## src/rtl/seq_divider.sv

```systemverilog
// rtl/seq_divider.sv - multi-cycle restoring divider, one quotient bit per clock
module seq_divider #(
  parameter int WIDTH = 32
) (
  input  logic             clk,
  input  logic             rst_n,
  input  logic             start,
  input  logic             is_signed,
  input  logic [WIDTH-1:0] dividend,
  input  logic [WIDTH-1:0] divisor,
  output logic             busy,
  output logic             done,
  output logic [WIDTH-1:0] quotient,
  output logic [WIDTH-1:0] remainder,
  output logic             div_by_zero
);

  localparam int CW = $clog2(WIDTH);
  localparam logic [CW-1:0] LAST = CW'(WIDTH - 1);

  typedef enum logic [1:0] {IDLE, CALC, FIX, ZERO} state_t;

  state_t           state, state_nxt;
  logic [CW-1:0]    cnt;
  logic [WIDTH-1:0] part_rem;
  logic [WIDTH-1:0] dvd;
  logic [WIDTH-1:0] dvs;
  logic [WIDTH-1:0] quo;
  logic             neg_q, neg_r;
  logic             a_neg, b_neg;
  logic [WIDTH-1:0] a_mag, b_mag;
  logic [WIDTH:0]   shifted, diff;

  always_comb begin
    a_neg   = is_signed & dividend[WIDTH-1];
    b_neg   = is_signed & divisor[WIDTH-1];
    a_mag   = a_neg ? -dividend : dividend;
    b_mag   = b_neg ? -divisor : divisor;
    // Partial remainder is always below the divisor, so WIDTH bits hold it;
    // the shifted value needs one extra bit for the trial subtract.
    shifted = {part_rem, dvd[WIDTH-1]};
    diff    = shifted - {1'b0, dvs};
  end

  always_ff @(posedge clk or negedge rst_n) begin
    if (!rst_n) state <= IDLE;
    else        state <= state_nxt;
  end

  always_comb begin
    state_nxt = state;
    busy      = (state != IDLE);
    case (state)
      IDLE:    if (start) state_nxt = (divisor == '0) ? ZERO : CALC;
      CALC:    if (cnt == LAST) state_nxt = FIX;
      FIX:     state_nxt = IDLE;
      ZERO:    state_nxt = IDLE;
      default: state_nxt = IDLE;
    endcase
  end

  always_ff @(posedge clk or negedge rst_n) begin
    if (!rst_n) begin
      cnt         <= '0;
      part_rem    <= '0;
      dvd         <= '0;
      dvs         <= '0;
      quo         <= '0;
      neg_q       <= 1'b0;
      neg_r       <= 1'b0;
      done        <= 1'b0;
      quotient    <= '0;
      remainder   <= '0;
      div_by_zero <= 1'b0;
    end else begin
      done <= 1'b0;
      case (state)
        IDLE: if (start) begin
          // A zero divisor keeps the raw dividend so ZERO can return it unchanged.
          dvd      <= (divisor == '0) ? dividend : a_mag;
          dvs      <= b_mag;
          part_rem <= '0;
          quo      <= '0;
          cnt      <= '0;
          neg_q    <= a_neg ^ b_neg;
          neg_r    <= a_neg;
        end
        CALC: begin
          dvd <= {dvd[WIDTH-2:0], 1'b0};
          cnt <= cnt + 1'b1;
          if (!diff[WIDTH]) begin
            part_rem <= diff[WIDTH-1:0];
            quo      <= {quo[WIDTH-2:0], 1'b1};
          end else begin
            part_rem <= shifted[WIDTH-1:0];
            quo      <= {quo[WIDTH-2:0], 1'b0};
          end
        end
        FIX: begin
          quotient    <= neg_q ? -quo : quo;
          remainder   <= neg_r ? -part_rem : part_rem;
          div_by_zero <= 1'b0;
          done        <= 1'b1;
        end
        ZERO: begin
          quotient    <= '1;
          remainder   <= dvd;
          div_by_zero <= 1'b1;
          done        <= 1'b1;
        end
        default: ;
      endcase
    end
  end

endmodule

```

## config.mk

```make
export PLATFORM = sky130hd
export DESIGN_NAME = seq_divider
export DESIGN_NICKNAME = d
export VERILOG_FILES = /design/src/rtl/seq_divider.sv
export SDC_FILE = /design/constraint.sdc
export NUM_CORES = 1
export LEC_CHECK = 0
export CORE_AREA = 5 5 197 199
export CTS_CLUSTER_DIAMETER = 40
export DETAILED_ROUTE_END_ITERATION = 6
export DIE_AREA = 0 0 202 204
export PLACE_DENSITY_LB_ADDON = 0.2
export SLEW_MARGIN = 20
export SYNTH_ARGS = -nofsm -noshare
export SYNTH_HDL_FRONTEND = slang
export SYNTH_SLANG_ARGS = --single-unit
```

## constraint.sdc

```tcl
create_clock -name clk -period 3.65 [get_ports clk]
set_input_delay 0.365 -clock clk [delete_from_list [all_inputs] [get_ports clk]]
set_output_delay 0.365 -clock clk [all_outputs]
set_load 0.1 [all_outputs]
```

Yosys cells after proc, flatten, opt, wreduce, memory -nomap -nowiden
Index checks and enable logic that the tools add are counted.
{ "word_totals": {"register_bits": 203, "input_bits": 68, "out_inout_bits": 67, "elab_cells": 58} }
{ "classes": {"addsub": 6, "n_eq_ne": 6, "mux": 22, "bitwise_logic": 3, "reduce_logical": 9} }
{ "op_table": {"columns": ["op", "count"], "rows": [
  ["one-hot mux 32 bit (2 select lines)", 5],
  ["two-way mux 32 bit", 8],
  ["negator 32 bit", 4],
  ["subtractor 33 x 32 -> 33 bit", 1],
  ["logical NOT 32 bit", 1],
  ["one-hot mux 5 bit (2 select lines)", 1],
  ["two-way mux 2 bit", 3],
  ["one-hot mux 2 bit (3 select lines)", 1],
  ["AND reduction 2 bit", 3],
  ["nonzero test 2 bit", 3],
  ["adder 5 x 1 -> 5 bit (second input constant)", 1],
  ["equality test 5 bit (second input constant)", 1],
  ["two-way mux 5 bit", 1],
  ["equality test 2 bit (second input constant)", 2],
  ["!= test 2 bit (second input constant)", 2],
  ["bitwise AND 1 bit", 2],
  ["equality test 2 x 1 -> 1 bit (second input constant)", 1],
  ["logical NOT 2 bit", 1],
  ["two-way mux 1 bit", 2],
  ["one-hot mux 1 bit (2 select lines)", 1],
  ["OR reduction 2 bit", 1],
  ["bitwise XOR 1 bit", 1]
]} }

Depth between registers and ports, before layout
Gate-level depths: netlist of the first run.
{ "depth": {"depth_word": 5, "mapped_depth": 13, "mapped_depth_nobuf": 12} }

Worst setup path after synthesis of the first run
No wires, ideal clock.
{ "synth_path": {"path_type": "register to register", "start": "reg part_rem[20]", "end": "reg part_rem[23]", "setup_time_ns": 0.133, "arrival_ns": 3.143, "required_ns": 3.517, "path_slack_ns": 0.373, "path_stages_with_launch": 12, "path_buffers": 2, "synth_period_minus_slack_ns": 3.277, "cell_sequence": "dfrtp_1 > ha_1 > clkbuf_1 > a21oi_1 > o21ai_0 > a211oi_1 > o31ai_1 > mux2_2 > nor4_4 > buf_2 > mux2i_1 > o21ai_0"} }
{ "synth_via": {"elab_chain_cells": 3} }
{ "synth_rtl": {"columns": ["item", "line_no", "text"], "rows": [
  ["start: declaration", "25", "logic [WIDTH-1:0] part_rem;"],
  ["start signal: assignment", "92", "part_rem <= diff[WIDTH-1:0];"],
  ["start signal: assignment", "95", "part_rem <= shifted[WIDTH-1:0];"],
  ["subtractor 33 x 32 -> 33 bit", "42", "diff = shifted - {1'b0, dvs};"],
  ["two-way mux 32 bit", "91", "if (!diff[WIDTH]) begin"],
  ["one-hot mux 32 bit (2 select lines)", "77", "case (state)"]
]} }
No other way between the ends.
A chain may end at the register's enable or synchronous reset.

Worst setup path in the final report of the first run
{ "layout_path": {"start": "reg part_rem[21]", "end": "reg part_rem[0]"} }
The elaborated chain is that of the path after synthesis.

==> insert_results.sql, run 1 <==
INSERT INTO impl_metrics (metric_group, metric, value, unit) VALUES
('outcome', 'status', 'complete, no violations', ''),
('pwr', 'switchingPower', '8.73', 'mW'),
('pwr', 'ir_drop', '0.581', 'mV'),
('routing', 'post_drt_wl_per_cell', '16.6', 'µm'),
('yosys', 'synth_largest_area_cell', 'sky130_fd_sc_hd__dfrtp_1', ''),
('setup_path', 'critPathArrivalTime', '3870', 'ps'),
('setup_path', 'reg2reg_slack', '190', 'ps'),
('timing', 'maxSlewViolCount', '0', ''),
('setup_path', 'critical_path_class', 'reg2reg', ''),
('global_routing', 'busiest_layer', 'met2', ''),
('yosys', 'post_synth.cell_area_avg', '8.35', 'µm²'),
('yosys', 'seq_area_frac_synth', '0.398', ''),
('yosys', 'syn_inst', '1527', ''),
('cts', 'cts_tree', 'done', ''),
('pwr', 'combinationalPowerShare', '0.573', ''),
('yosys', 'synth_nets', '1634', ''),
('global_routing', 'initial_antenna_violation_count', '0', ''),
('place', 'port_buffer_cells', '134', ''),
('cts', 'htree_num_levels', '2', ''),
('floorplan', 'die_width', '202', 'µm'),
('routing', 'routed-via-count', '11300', ''),
('timing', 'clock_skew', '17.0', 'ps'),
('cts', 'clock_sinks', '203', ''),
('routing', 'postRouteAntennaNets', '0', ''),
('global_routing', 'grt_max_degree', '95', ''),
('yosys', 'synth.top_cells.by_area', 'sky130_fd_sc_hd__dfrtp_1 40%, sky130_fd_sc_hd__o21ai_0 9.0%, sky130_fd_sc_hd__nand2_1 6.3%', ''),
('pwr', 'power_density_normalized_to_cell_area', '1120', 'mW/mm²'),
('setup_path', 'worst_ep_required_time', '4060', 'ps'),
('cts', 'cts-buffers-inserted', '37', ''),
('setup_path', 'worst_setup_path_end_kind', 'flop', ''),
('place', 'dp_slack', '142', 'ps'),
('timing', 'worst_pin_slew', '1050', 'ps'),
('timing', 'period_needed', '3460', 'ps'),
('global_routing', 'grt_util_met1', '0.259', ''),
('routing', 'drt-initial-drc-count', '819', ''),
('floorplan', 'initial_utilization', '0.344', ''),
('yosys', 'yosys_register_bits', '203', ''),
('pwr', 'switching_fraction_of_total_power', '0.486', ''),
('yosys', 'synth_cell_types', '56', ''),
('floorplan', 'floorplan.rows', '71', ''),
('timing', 'max_freq', '289', 'MHz'),
('pwr', 'internal_power', '9.24', 'mW'),
('timing', 'final-hold-violation-count', '0', ''),
('floorplan', 'die_area', '0.0412', 'mm²'),
('global_routing', 'grt_use_total', '0.174', ''),
('final_layout', 'number_of_antenna_repair_diodes', '0', ''),
('timing', 'worst_slew_margin_rel', '0.301', ''),
('global_routing', 'remaining_global_route_overflow', '0', ''),
('global_routing', 'first_global_vias', '11200', ''),
('timing', 'finalSetupViolCount', '0', ''),
('final_layout', 'area.growth.synth_to_final', '25.9', '%'),
('yosys', 'synth.yosys.warnings', '0', ''),
('yosys', 'postSynth.topFlopCell', 'sky130_fd_sc_hd__dfrtp_1', ''),
('timing', 'tns', '0', 'ps'),
('routing', 'route.final.wire_length', '35900', 'µm'),
('cts', 'postCtsResizedCells', '0', ''),
('place', 'place.gp.congestion', '0.871', ''),
('final_layout', 'layout_cells_sized_above_1', '0.0977', ''),
('setup_path', 'timing.critical_path.fanout_max', '26', ''),
('global_routing', 'met3_usage', '0.0316', ''),
('routing', 'detail_routed_via_count_per_cell', '5.22', ''),
('yosys', 'synth_enable_flop_cells', '0', ''),
('floorplan', 'floorplan.die.height', '204', 'µm'),
('floorplan', 'fp.coreArea', '0.0370', 'mm²'),
('global_routing', 'grt_first_pass_wirelength', '59800', 'µm'),
('setup_path', 'setup.worst_path.start_class', 'flop', ''),
('place', 'hpwlAfterDp', '25700', 'µm'),
('timing', 'min_period_over_period', '0.949', ''),
('pwr', 'power_frac_seq', '0.236', ''),
('pwr', 'clkPwrFrac', '0.191', ''),
('global_routing', 'groute.layer.met2.usage', '0.264', '');
## power groups by stage
stage,registers (mW),logic (mW),clock network (mW)
after floorplan,5.90,5.79,0
after global placement,4.24,10.2,0
after detailed placement,4.27,10.3,0
after CTS,4.25,10.3,3.51
after global routing,4.40,11.4,3.62
final,4.24,10.3,3.43
## worst paths after layout
path | start | depth (start not counted) | end
max in group asynchronous | rst_n | 3 | state[1]$_DFFE_PN0P_
worst min-delay path | rst_n | 2 | dvs[9]$_DFFE_PN0P_
worst max-delay path | part_rem[21]$_DFFE_PN0P_ | 11 | part_rem[0]$_DFFE_PN0P_
worst min register to register | dvs[24]$_DFFE_PN0P_ | 2 | dvs[24]$_DFFE_PN0P_
min in group clk | dvs[24]$_DFFE_PN0P_ | 2 | dvs[24]$_DFFE_PN0P_
worst max register to register | part_rem[21]$_DFFE_PN0P_ | 11 | part_rem[0]$_DFFE_PN0P_
## sequential cells by signal, indices dropped and copies added (netlist names), 2 cells and up
| signal | cells |
|---|---|
| dvs | 32 |
| dvd | 32 |
| state | 2 |
| quotient | 32 |
| cnt | 5 |
| part_rem | 32 |
| quo | 32 |
| remainder | 32 |
## stage by stage
| step | power (mW) | instance area [µm²] | util | hold slack, ps | cells |
|---|---|---|---|---|---|
| floorplan | 11.7 | 12800 | - | 69.4 | 1527 |
| global placement | 14.4 | 14800 | 0.399 | 463 | 2094 |
| detailed placement | 14.6 | 14800 | 0.399 | 468 | 2094 |
| CTS | 18.1 | 16100 | 0.434 | 481 | 2162 |
| global route | 19.4 | 16100 | 0.434 | 496 | 2162 |
| finish | 18.0 | 16100 | 0.434 | 445 | 2162 |
## critical path, cell delays in order (launching register included)
cell and delay [ps]:
sky130_fd_sc_hd__dfrtp_1 420, sky130_fd_sc_hd__ha_1 470, sky130_fd_sc_hd__nand2_1 80, sky130_fd_sc_hd__o21ai_0 370, sky130_fd_sc_hd__a211oi_1 120, sky130_fd_sc_hd__o31ai_1 260
sky130_fd_sc_hd__buf_4 160, sky130_fd_sc_hd__mux2_2 350, sky130_fd_sc_hd__nor4_4 360, sky130_fd_sc_hd__buf_12 250, sky130_fd_sc_hd__mux2_2 350, sky130_fd_sc_hd__o21ai_0 160
## kinds of logic after synthesis
kind of cell / synth area share
AO/OA/AOI/OAI: 0.199
XOR/XNOR: 0.100
adder cells (fa/ha/maj): 0.0388
buffers and inverters: 0.0431
flip-flops: 0.398
multiplexers: 0.0459
AND/OR/NAND/NOR: 0.175
## routing by layer
metal,wire (µm),part of all wire
met5,0,0
met1,18100,0.50
met3,1940,0.054
met2,15400,0.43
met4,526,0.015
## area by class of cell
class	instances	area (µm²)
fill	3682	21000
multi-input combinational	1179	7160
sequential	203	5080
timing repair buffer	186	1770
clock buffer	45	1030
tap	474	593
clock inverter	22	226
inverter	53	199
## placed cells by master, fill, tap and decap left out, types with 35 or more instances in the layout
cell type,n
sky130_fd_sc_hd__clkdlybuf4s50_1,132
sky130_fd_sc_hd__a21oi_1,98
sky130_fd_sc_hd__xor2_1,85
sky130_fd_sc_hd__o31ai_1,35
sky130_fd_sc_hd__dfrtp_1,201
sky130_fd_sc_hd__ha_1,38
sky130_fd_sc_hd__clkbuf_16,39
sky130_fd_sc_hd__nor2_1,130
sky130_fd_sc_hd__buf_4,49
sky130_fd_sc_hd__nand2_1,213
sky130_fd_sc_hd__nand3_1,49
sky130_fd_sc_hd__inv_1,53
sky130_fd_sc_hd__o21ai_0,230
sky130_fd_sc_hd__xnor2_1,61
## Yosys cell counts, types with 3 or more instances
library cell,instances
sky130_fd_sc_hd__a21oi_1,98
sky130_fd_sc_hd__or3_1,21
sky130_fd_sc_hd__a211oi_1,7
sky130_fd_sc_hd__buf_1,10
sky130_fd_sc_hd__nand3_1,49
sky130_fd_sc_hd__inv_1,53
sky130_fd_sc_hd__nor3_1,10
sky130_fd_sc_hd__o31ai_1,35
sky130_fd_sc_hd__and2_1,7
sky130_fd_sc_hd__ha_1,38
sky130_fd_sc_hd__or4_1,10
sky130_fd_sc_hd__nor2b_1,9
sky130_fd_sc_hd__nand4_1,10
sky130_fd_sc_hd__nor2_1,131
sky130_fd_sc_hd__a21boi_0,3
sky130_fd_sc_hd__or4_4,3
sky130_fd_sc_hd__a22oi_1,4
sky130_fd_sc_hd__o41ai_1,16
sky130_fd_sc_hd__xnor2_1,61
sky130_fd_sc_hd__a21o_1,13
sky130_fd_sc_hd__xor2_1,85
sky130_fd_sc_hd__buf_2,4
sky130_fd_sc_hd__nand2_1,213
sky130_fd_sc_hd__mux2_2,28
sky130_fd_sc_hd__nor4_1,12
sky130_fd_sc_hd__o21ai_1,4
sky130_fd_sc_hd__o211ai_1,3
sky130_fd_sc_hd__or2_2,4
sky130_fd_sc_hd__dfrtp_1,203
sky130_fd_sc_hd__nand2b_1,6
sky130_fd_sc_hd__and3_1,3
sky130_fd_sc_hd__mux2i_1,27
sky130_fd_sc_hd__o21ai_0,230
sky130_fd_sc_hd__o21bai_1,4
sky130_fd_sc_hd__clkbuf_1,78
sky130_fd_sc_hd__a31oi_1,8
## what timing repair did
action,4_1_cts,5_1_grt
setup buffers,0,0
hold buffers,1,0
hold endpoints to repair,83,0
Note: power is estimated with default switching activity, not from simulation.
==> run 2, diff against run 1 <==
--- a/config.mk
+++ b/config.mk
@@ -5,10 +5,9 @@
 export SDC_FILE = /design/constraint.sdc
 export NUM_CORES = 1
 export LEC_CHECK = 0
-export CORE_AREA = 5 5 197 199
-export CTS_CLUSTER_DIAMETER = 40
+export CORE_AREA = 5 5 206 208
 export DETAILED_ROUTE_END_ITERATION = 6
-export DIE_AREA = 0 0 202 204
+export DIE_AREA = 0 0 211 213
 export PLACE_DENSITY_LB_ADDON = 0.2
 export SLEW_MARGIN = 20
 export SYNTH_ARGS = -nofsm -noshare
==> run 2 against run 1 <==
Effect of this change: clock power down 28%; sequential power down 0.9%; design area shrank 2.0%; hold slack worse by 11 ps; sequential share of layout area up 0.64 points; fmax increased by 3.4%; setup slack improved by 110 ps; register-to-register slack better by 110 ps.
==> insert_results.sql, run 2 (same netlist as run 1, synthesis figures left out) <==
INSERT INTO impl_metrics (metric_group, metric, value, unit) VALUES
('setup_path', 'crit_buf_inv', '3', ''),
('cts', 'clkSlewWorstSetupHoldPaths', '60', 'ps'),
('place', 'place.gp.congestion', '0.842', ''),
('timing', 'max_freq', '298', 'MHz'),
('setup_path', 'worst_ep_required_time', '4010', 'ps'),
('global_routing', 'grt_use_total', '0.160', ''),
('place', 'port_buffer_cells', '134', ''),
('global_routing', 'grt_first_pass_wirelength', '59500', 'µm'),
('cts', 'clkLatencyLatePin', '530', 'ps'),
('pwr', 'total_leakage_power', '6.41', 'nW'),
('timing', 'tns', '0', 'ps'),
('setup_path', 'critPathArrivalTime', '3710', 'ps'),
('routing', 'routed-via-count', '11200', ''),
('floorplan', 'die_width', '211', 'µm'),
('cts', 'cts-buffers-inserted', '25', ''),
('timing', 'min_period_over_period', '0.918', ''),
('setup_path', 'critical_path_class', 'reg2reg', ''),
('floorplan', 'design.portCount', '135', ''),
('setup_path', 'setup.worst_path.start_class', 'flop', ''),
('routing', 'remaining_drc_errors', '0', ''),
('cts', 'cts.root.buffer_cell', 'sky130_fd_sc_hd__clkbuf_16', ''),
('timing', 'worst_pin_slew', '1040', 'ps'),
('floorplan', 'fp.coreArea', '0.0404', 'mm²'),
('routing', 'detail_routed_via_count_per_cell', '5.09', ''),
('job', 'timing.max_cap.violations', '0', ''),
('final_layout', 'layout.nets', '1761', ''),
('setup_path', 'critical-path-max-stage-delay', '410', 'ps'),
('final_layout', 'number_of_antenna_repair_diodes', '0', ''),
('final_layout', 'final_std_cells_w_o_fill', '2203', ''),
('pwr', 'power_density_normalized_to_cell_area', '1090', 'mW/mm²'),
('global_routing', 'grt_max_degree', '99', ''),
('place', 'hpwlAfterDp', '26600', 'µm'),
('routing', 'route.final.wire_length', '36900', 'µm'),
('hold_path', 'worstHoldPathType', 'in2async', ''),
('final_layout', 'layout_cells_sized_above_1', '0.0880', ''),
('floorplan', 'floorplan.rows', '74', ''),
('cts', 'htree_num_levels', '1', ''),
('final_layout', 'fillerInstances', '4206', ''),
('final_layout', 'layout_common_cells', '229 x sky130_fd_sc_hd__o21ai_0, 213 x sky130_fd_sc_hd__nand2_1, 201 x sky130_fd_sc_hd__dfrtp_1', ''),
('routing', 'detailedRoute.firstPassIterationCount', '5', ''),
('cts', 'clock_sinks', '203', ''),
('global_routing', 'remaining_global_route_overflow', '0', ''),
('floorplan', 'floorplan.die.height', '213', 'µm'),
('routing', 'drt-initial-drc-count', '804', ''),
('cts', 'cts_tree', 'done', ''),
('timing', 'final-hold-violation-count', '0', ''),
('pwr', 'ir_drop', '0.604', 'mV'),
('timing', 'grt_setup_unrepaired', 'false', ''),
('routing', 'postRouteAntennaNets', '0', ''),
('setup_path', 'worst_path_dominant_cell_family', 'compound AO/OA/AOI/OAI gates', ''),
('setup_path', 'critical-path-slowest-cell', 'sky130_fd_sc_hd__fa_1', ''),
('setup_path', 'timing.critical_path.fanout_max', '8', ''),
('final_layout', 'final_design_area_no_fill', '0.0157', 'mm²'),
('timing', 'maxSlewViolCount', '0', ''),
('routing', 'post_drt_wl_per_cell', '16.7', 'µm'),
('final_layout', 'area.growth.synth_to_final', '23.4', '%'),
('timing', 'clock_skew', '13.3', 'ps'),
('setup_path', 'path_cells', 'inv_1 > ha_1 > fa_1 > nand2b_1 > a21oi_1 > o21ai_0 > a21oi_1 > nor4_1 > nor4_4 > buf_4 > buf_4 > mux2i_1 > o21ai_0', ''),
('final_layout', 'leading_cell_type_in_the_layout_fill_and_taps_excluded', 'sky130_fd_sc_hd__o21ai_0', ''),
('timing', 'worst_slew_margin_rel', '0.305', ''),
('place', 'placed_cells_incl_taps', '2158', ''),
('floorplan', 'die_area', '0.0449', 'mm²'),
('setup_path', 'worst_setup_path_end_kind', 'flop', ''),
('cts', 'maximum_buffer_depth_of_the_clock_tree', '3', ''),
('timing', 'finalSetupViolCount', '0', ''),
('floorplan', 'initial_utilization', '0.316', ''),
('outcome', 'status', 'complete, no violations', ''),
('cts', 'postCtsSetupRepairBufs', '0', ''),
('timing', 'period_needed', '3350', 'ps'),
('place', 'placement.cell_area', '0.0149', 'mm²'),
('global_routing', 'first_global_vias', '10800', ''),
('global_routing', 'initial_antenna_violation_count', '0', '');
[run 2: routing by layer]
layer | vias up | wire length [µm] | GRT usage
met5 | - | 0 | 0
met4 | 0 | 731 | 0.0382
met3 | 41 | 1770 | 0.0228
met2 | 229 | 15300 | 0.235
met1 | 5350 | 19100 | 0.249
li1 | 5591 | - | -
[run 2: area by class of cell]
cell class                 instances  area [µm²]  area share
multi-input combinational       1179        7160       0.455
sequential                       203        5080       0.323
timing repair buffer             192        1820       0.115
clock buffer                      35         713      0.0453
tap                              532         666      0.0423
inverter                          53         199      0.0126
clock inverter                     9         103     0.00652
[run 2: path summary, 6_finish.rpt]
kind                                startpoint                  endpoint  slack [ps]  cells after the start
setup / recovery           dvd[31]$_DFFE_PN0P_  part_rem[27]$_DFFE_PN0P_         300                     13
hold / removal                           rst_n        dvs[7]$_DFFE_PN0P_         430                      2
setup reg to reg           dvd[31]$_DFFE_PN0P_  part_rem[27]$_DFFE_PN0P_         300                     13
hold reg to reg            dvs[28]$_DFFE_PN0P_       dvs[28]$_DFFE_PN0P_         480                      2
max in group asynchronous                rst_n   quotient[4]$_DFFE_PN0P_        2320                      3
min in group clk           dvs[28]$_DFFE_PN0P_       dvs[28]$_DFFE_PN0P_         480                      2
[run 2: worst register-to-register path, stage by stage (launching register included)]
cell,delay (ps)
sky130_fd_sc_hd__dfrtp_1,400
sky130_fd_sc_hd__inv_1,80
sky130_fd_sc_hd__ha_1,230
sky130_fd_sc_hd__fa_1,410
sky130_fd_sc_hd__nand2b_1,200
sky130_fd_sc_hd__a21oi_1,280
sky130_fd_sc_hd__o21ai_0,240
sky130_fd_sc_hd__a21oi_1,260
sky130_fd_sc_hd__nor4_1,110
sky130_fd_sc_hd__nor4_4,330
sky130_fd_sc_hd__buf_4,230
sky130_fd_sc_hd__buf_4,160
sky130_fd_sc_hd__mux2i_1,170
sky130_fd_sc_hd__o21ai_0,90
[run 2: metrics by stage]
stage	hold WS, ps	util	total power [mW]	setup WS (ps)
4_1_cts	464	0.390	17.3	250
5_1_grt	503	0.390	18.6	3.93
3_5_place_dp	471	0.369	14.8	101
6_report	434	0.390	17.2	299
2_1_floorplan	69.4	-	11.7	373
3_3_place_gp	461	0.369	14.7	158
[run 2: where the power goes]
group / leakage [nW] / switching (mW) / internal [mW]
combinational: 3.59 / 6.64 / 3.88
clock: 0.394 / 0.989 / 1.50
sequential: 2.43 / 0.966 / 3.23
total: 6.41 / 8.59 / 8.60
[run 2: what timing repair did]
item                                    in CTS  in global routing
hold buffers                                 1                  0
endpoints found under the setup margin       0                  2
hold endpoints to repair                    93                  0
gates resized for setup                      0                  2
==> run 3, diff against run 2 <==
--- a/config.mk
+++ b/config.mk
@@ -5,9 +5,10 @@
 export SDC_FILE = /design/constraint.sdc
 export NUM_CORES = 1
 export LEC_CHECK = 0
-export CORE_AREA = 5 5 206 208
+export ABC_AREA = 1
+export CORE_AREA = 5 5 222 224
 export DETAILED_ROUTE_END_ITERATION = 6
-export DIE_AREA = 0 0 211 213
+export DIE_AREA = 0 0 227 229
 export PLACE_DENSITY_LB_ADDON = 0.2
 export SLEW_MARGIN = 20
 export SYNTH_ARGS = -nofsm -noshare
==> run 3 against run 2 <==
Effect of this change: flip-flop and latch count stayed put; die area is 16% higher; register-to-register slack gained 690 ps; area after synthesis increased by 17%; wire length rose by 37%; design area grew 13%; synthesized cell count is 50% higher; utilization shrank 1.4 points; final cell count up 37%; first-iteration DRC count increased by 49%; critical path type unchanged.
==> insert_results.sql, run 3 <==
INSERT INTO impl_metrics (metric_group, metric, value, unit) VALUES
('yosys', 'synth_cell_types', '59', ''),
('timing', 'max_freq', '376', 'MHz'),
('yosys', 'synth_largest_area_cell', 'sky130_fd_sc_hd__dfrtp_1', ''),
('cts', 'htree_num_levels', '1', ''),
('routing', 'post_drt_wl_per_cell', '16.7', 'µm'),
('cts', 'maximum_buffer_depth_of_the_clock_tree', '3', ''),
('routing', 'drt-initial-drc-count', '1200', ''),
('global_routing', 'initial_antenna_violation_count', '0', ''),
('global_routing', 'met3_usage', '0.0215', ''),
('timing', 'period_needed', '2660', 'ps'),
('yosys', 'yosys_register_bits', '203', ''),
('setup_path', 'setup.worst_path.start_class', 'flop', ''),
('global_routing', 'remaining_global_route_overflow', '0', ''),
('routing', 'detail_routed_via_count_per_cell', '4.97', ''),
('cts', 'cts.root.buffer_cell', 'sky130_fd_sc_hd__clkbuf_16', ''),
('global_routing', 'grt_util_met1', '0.269', ''),
('setup_path', 'timing.critical_path.fanout_max', '17', ''),
('floorplan', 'die_area', '0.0520', 'mm²'),
('final_layout', 'area.growth.synth_to_final', '18.9', '%'),
('routing', 'route.final.wire_length', '50500', 'µm'),
('timing', 'worst_pin_slew', '1020', 'ps'),
('global_routing', 'first_global_vias', '14400', ''),
('setup_path', 'critical_path_class', 'reg2reg', ''),
('cts', 'cts_tree', 'done', ''),
('timing', 'maxSlewViolCount', '0', ''),
('setup_path', 'worst_ep_required_time', '4100', 'ps'),
('final_layout', 'sequential_cell_area', '0.00508', 'mm²'),
('outcome', 'status', 'complete, no violations', ''),
('place', 'hpwlAfterDp', '38800', 'µm'),
('setup_path', 'reg2regPathDepth', '17', ''),
('global_routing', 'grt_use_total', '0.193', ''),
('floorplan', 'floorplan.rows', '80', ''),
('timing', 'grt_setup_unrepaired', 'false', ''),
('yosys', 'synth_async_sr_flop_share', '1.00', ''),
('cts', 'clock_sinks', '203', ''),
('yosys', 'seq_area_frac_synth', '0.340', ''),
('timing', 'worst_slew_margin_rel', '0.319', ''),
('job', 'timing.max_cap.violations', '0', ''),
('timing', 'min_period_over_period', '0.728', ''),
('timing', 'clock_skew', '14.6', 'ps'),
('yosys', 'postSynth.topFlopCell', 'sky130_fd_sc_hd__dfrtp_1', ''),
('place', 'place.gp.congestion', '0.914', ''),
('hold_path', 'worstHoldPathType', 'in2async', ''),
('yosys', 'synthMostInstantiatedCell', 'sky130_fd_sc_hd__nand2_1', ''),
('yosys', 'synth.top_cells.by_area', 'sky130_fd_sc_hd__dfrtp_1 34%, sky130_fd_sc_hd__nand2_1 18%, sky130_fd_sc_hd__nand3_1 8.4%', ''),
('routing', 'remaining_drc_errors', '0', ''),
('floorplan', 'design.portCount', '135', ''),
('global_routing', 'grt_max_degree', '86', ''),
('yosys', 'synth_nets', '2396', ''),
('timing', 'tns', '0', 'ps'),
('yosys', 'synth_top_area_frac', '0.340', ''),
('yosys', 'syn_inst', '2289', ''),
('yosys', 'synth.yosys.warnings', '0', ''),
('floorplan', 'floorplan.die.height', '229', 'µm'),
('final_layout', 'layout_common_cells', '700 x sky130_fd_sc_hd__nand2_1, 315 x sky130_fd_sc_hd__inv_1, 250 x sky130_fd_sc_hd__nand3_1', ''),
('yosys', 'post_synth.cell_area_avg', '6.52', 'µm²'),
('timing', 'finalSetupViolCount', '0', ''),
('cts', 'clkLatencyLatePin', '570', 'ps'),
('final_layout', 'number_of_antenna_repair_diodes', '0', ''),
('cts', 'cts-buffers-inserted', '27', ''),
('final_layout', 'layout.nets', '2503', ''),
('floorplan', 'die_width', '227', 'µm'),
('floorplan', 'initial_utilization', '0.317', ''),
('global_routing', 'groute.layer.met2.usage', '0.325', ''),
('yosys', 'synth_enable_flop_cells', '0', ''),
('yosys', 'syn_area', '0.0149', 'mm²'),
('cts', 'postCtsResizedCells', '0', ''),
('setup_path', 'critPathArrivalTime', '3110', 'ps'),
('routing', 'detailedRoute.firstPassIterationCount', '6', ''),
('floorplan', 'fp.coreArea', '0.0471', 'mm²'),
('final_layout', 'leading_cell_type_in_the_layout_fill_and_taps_excluded', 'sky130_fd_sc_hd__nand2_1', ''),
('timing', 'final-hold-violation-count', '0', ''),
('setup_path', 'worst_setup_path_end_kind', 'flop', ''),
('final_layout', 'fillerInstances', '5127', ''),
('final_layout', 'layout_cells_sized_above_1', '0.0588', ''),
('routing', 'routed-via-count', '15100', ''),
('yosys', 'synthTopCellsByCount', '700 x sky130_fd_sc_hd__nand2_1, 315 x sky130_fd_sc_hd__inv_1, 250 x sky130_fd_sc_hd__nand3_1', ''),
('routing', 'postRouteAntennaNets', '0', ''),
('global_routing', 'busiest_layer', 'met2', ''),
('place', 'port_buffer_cells', '134', ''),
('cts', 'clkSlewWorstSetupHoldPaths', '60', 'ps'),
('global_routing', 'grt_first_pass_wirelength', '81500', 'µm'),
('final_layout', 'multiInputGateArea', '0.00821', 'mm²');
==> run 3: worst max-delay path, cell delays in order, from the launching register on <==
cell and delay, ps:
sky130_fd_sc_hd__dfrtp_1 350, sky130_fd_sc_hd__inv_1 120, sky130_fd_sc_hd__ha_1 300, sky130_fd_sc_hd__fa_1 420, sky130_fd_sc_hd__inv_1 110, sky130_fd_sc_hd__nand2_1 50
sky130_fd_sc_hd__nand2_1 70, sky130_fd_sc_hd__nand3_1 90, sky130_fd_sc_hd__nand2_2 130, sky130_fd_sc_hd__nand2_2 70, sky130_fd_sc_hd__nand2_2 90, sky130_fd_sc_hd__nand2_4 80
sky130_fd_sc_hd__nand2_4 90, sky130_fd_sc_hd__nand2_4 150, sky130_fd_sc_hd__nand2_8 180, sky130_fd_sc_hd__nand2_2 50, sky130_fd_sc_hd__nand3_1 110, sky130_fd_sc_hd__nand2_1 60
==> run 3: what timing repair did <==
action                                 CTS  global route
endpoints found under the hold margin   80             0
hold buffers                             1             0
setup buffers                            0             0
==> run 3: area by class of cell <==
cell class                      instances  share of cell area
Multi-Input combinational cell       1676               0.463
Timing Repair Buffer                  156              0.0858
Inverter                              332              0.0705
Sequential cell                       203               0.286
Clock inverter                         10             0.00804
Clock buffer                           37              0.0430
Tap cell                              615              0.0434
==> run 3: routing by layer <==
metal  share of wire  wire (µm)  up-vias
met4           0.020        999        0
met3           0.039       1950       56
met1            0.46      23400     7063
li1                -          -     7576
met5               0          0        -
met2            0.48      24200      365
==> run 3: path summary, 6_finish.rpt <==
| path | from | to | slack (ps) |
|---|---|---|---|
| min reg2reg | remainder[6]$_DFFE_PN0P_ | remainder[6]$_DFFE_PN0P_ | 480 |
| min | rst_n | quotient[5]$_DFFE_PN0P_ | 440 |
| max reg2reg | dvd[31]$_DFFE_PN0P_ | part_rem[0]$_DFFE_PN0P_ | 990 |
| min in group clk | divisor[0] | dvs[0]$_DFFE_PN0P_ | 440 |
| max | dvd[31]$_DFFE_PN0P_ | part_rem[0]$_DFFE_PN0P_ | 990 |
| max in group asynchronous | rst_n | dvs[15]$_DFFE_PN0P_ | 2300 |
==> run 3: cells by family (layout without fill, tap and decap cells) <==
family | count (synthesis) | count (layout) | share of synthesized area
and+or+nand+nor | 1279 | 1279 | 0.371
buffers and inverters | 410 | 535 | 0.110
AOI/OAI and AO/OA | 323 | 323 | 0.124
DFF | 203 | 203 | 0.340
adders and majority gates | 39 | 39 | 0.0332
xor gates and xnor gates | 33 | 33 | 0.0194
muxes | 2 | 2 | 0.00134
==> run 3: metrics by stage <==
step / hold WS [ps] / setup slack [ps] / cells / utilization / area, µm²
final: 436 / 992 / 3029 / 0.376 / 17700
after global routing: 430 / 763 / 3029 / 0.376 / 17700
after CTS: 404 / 982 / 3029 / 0.376 / 17700
after detailed placement: 465 / 562 / 2981 / 0.357 / 16800
after global placement: 463 / 679 / 2981 / 0.357 / 16800
after floorplan: 69.4 / 1400 / 2289 / - / 14900
Power of run 3 is not shown: default switching activity piles up to over one toggle a cycle in this logic, so the estimate is an artifact.
==> variant (flow settings as in run 1) <==
The 4 states of `state_t` get a one-hot encoding in 4 bits.
--- a/src/rtl/seq_divider.sv
+++ b/src/rtl/seq_divider.sv
@@ -19,5 +19,5 @@
   localparam logic [CW-1:0] LAST = CW'(WIDTH - 1);
 
-  typedef enum logic [1:0] {IDLE, CALC, FIX, ZERO} state_t;
+  typedef enum logic [3:0] {IDLE = 4'b0001, CALC = 4'b0010, FIX = 4'b0100, ZERO = 4'b1000} state_t;
 
   state_t           state, state_nxt;
Behaviour: no difference found for any inputs over 10 cycles, from zero or initial values and one cycle with rst_n low; not proved beyond that.
==> variant against run 1 <==
Critical path type unchanged; largest cell class unchanged; first-iteration DRC count fell by 11%; synthesized area shrank 2.5%; sequential cell count grew 2; wire length is 2.5% higher; final area fell by 0.64%; clock skew is 0.0026 ns higher; cell count shrank 2.9%; setup slack better by 0.0095 ns.
Power is not compared: it rests on default switching activity, and its combinational part moved more than twofold at a synthesized area within 25%.
==> variant: results (changes against run 1) <==
[cts]
clk_pin_slew_ns=0.05  ; about the same
cts_max_path_buffers=3  ; unchanged
clkLatencyLatePin_ns=0.55  ; +0.04 ns
cts-hold-fix-buffers=1  ; unchanged
clockRootBuffer=clkbuf_16
cts_made_buffers=42  ; +14%
h-tree-depth=2  ; unchanged
post-cts-setup-buffers=0  ; unchanged

[worst_hold_path]
whs_endpoint=dvs[12]
min_path_type=register to register

[grt]
grt_start_max_net_pins=113  ; +19%
grt_use_total=0.176  ; +0.00236
grt_pass1_wl_um=59500  ; -0.39%

[critical_path]
r2r_cells=14  ; +3
cp_max_fo=9  ; -65%
cp_top_family=compound AO/OA/AOI/OAI gates
rr_startpoint=dvd[31]
r2r_end=part_rem[5]
slowest_delay_ns=0.50  ; +0.03 ns
worst_path_max_delay_cell=or4_1
rrSetupSlack_ns=0.19

[synthesis]
synth_area_per_cell_um2=8.59  ; +2.8%
synth.area.top_cells=dfrtp_1, o21ai_0, nand2_1, xor2_1, a21oi_1
syn-num-nets=1556  ; -4.8%
synth_flop_cell=dfrtp_1
synth_compound_area_frac=0.230  ; +0.0307
synthAdderAreaFrac=0.0398  ; +0.000984
yosysSeqAreaShare=0.412  ; +0.0142
synth_mux_area_frac=0.00402  ; -0.0419
ys_types=65  ; +16%
synthXorXnorAreaFrac=0.102  ; +0.00174
synth-async-reset-ratio=1.00  ; unchanged
synthTopCellsByCount=dfrtp_1, nand2_1, o21ai_0

[detailed_routing]
vias=11100  ; -1.5%
drt_iter0_markers=730  ; -11%
viasPerCell=5.29  ; +1.5%
wire_per_inst_um=17.5  ; +5.6%
firstDrtPassIters=5  ; unchanged

[cells_and_area]
nFillCells=3657  ; -0.68%
nNetsFinal=1699  ; -3.8%
drive_above_1_share=0.0886  ; -0.00913

[placement]
dp_hpwl_um=26400  ; +2.8%
dp_cells=2021  ; -3.5%
place_congestion=0.828  ; -4.9%
portBuffers=134  ; unchanged

[timing]
slew_headroom=0.298  ; -0.00269
whs_ns=0.472  ; +0.0272 ns
skew_ns=0.0196  ; +0.00259 ns

[run_status]
status=finished clean

[power_and_ir_drop]
power_leakage_nw=7.21

[variant: cell count changes after synthesis, sizes merged, moves of 10 or more]
cell	change
a21o	+16
a21oi	+24
a22oi	+21
a32oi	+11
mux2	-28
mux2i	-22
nand2	-10
nand3	+23
nor2	-55
o21ai	-58
[variant: layout make-up]
| class | count | area share |
|---|---|---|
| Clock buffer | 57 | 0.0731 |
| Clock inverter | 20 | 0.0161 |
| Inverter | 52 | 0.0122 |
| Multi-Input combinational cell | 1109 | 0.429 |
| Sequential cell | 205 | 0.321 |
| Tap cell | 474 | 0.0372 |
| Timing Repair Buffer | 182 | 0.111 |
[variant: power by group]
group	switching, W	total, W	leakage, nW	internal [W]
Clock	0.00130	0.00384	0.686	0.00254
Combinational	0.00177	0.00278	3.77	0.00102
Sequential	0.000331	0.00300	2.75	0.00267
Total	0.00340	0.00962	7.21	0.00622
[variant: worst max-delay path by stage]
stage	from	endpoint	cells past startpoint
final	dvd[31]	part_rem[5]	14
after global routing	dvd[31]	part_rem[5]	14
after CTS	dvd[31]	part_rem[5]	14
after detailed placement	dvs[0]	part_rem[5]	13
after global placement	dividend[2]	dvd[29]	10
after floorplan	dvd[31]	part_rem[22]	13
[variant: stage by stage]
step / setup slack [ns] / util / instance area [µm²]
after global placement: 0.209 / 0.391 / 14500
after CTS: 0.0887 / 0.430 / 15900
after detailed placement: 0.138 / 0.391 / 14500
after floorplan: 0.625 / - / 12400
final: 0.195 / 0.431 / 16000
after global routing: 0.0136 / 0.431 / 16000
[variant: worst min-delay path: stages (launching register included)]
cell and delay (ns):
dfrtp_1 0.33, nand2_1 0.04, o21ai_0 0.06
[variant: layer usage]
layer,global-route usage,wire length (µm)
met1,0.237,16900
met4,0.0449,731
met2,0.293,17500
met3,0.0333,1710
met5,0,0
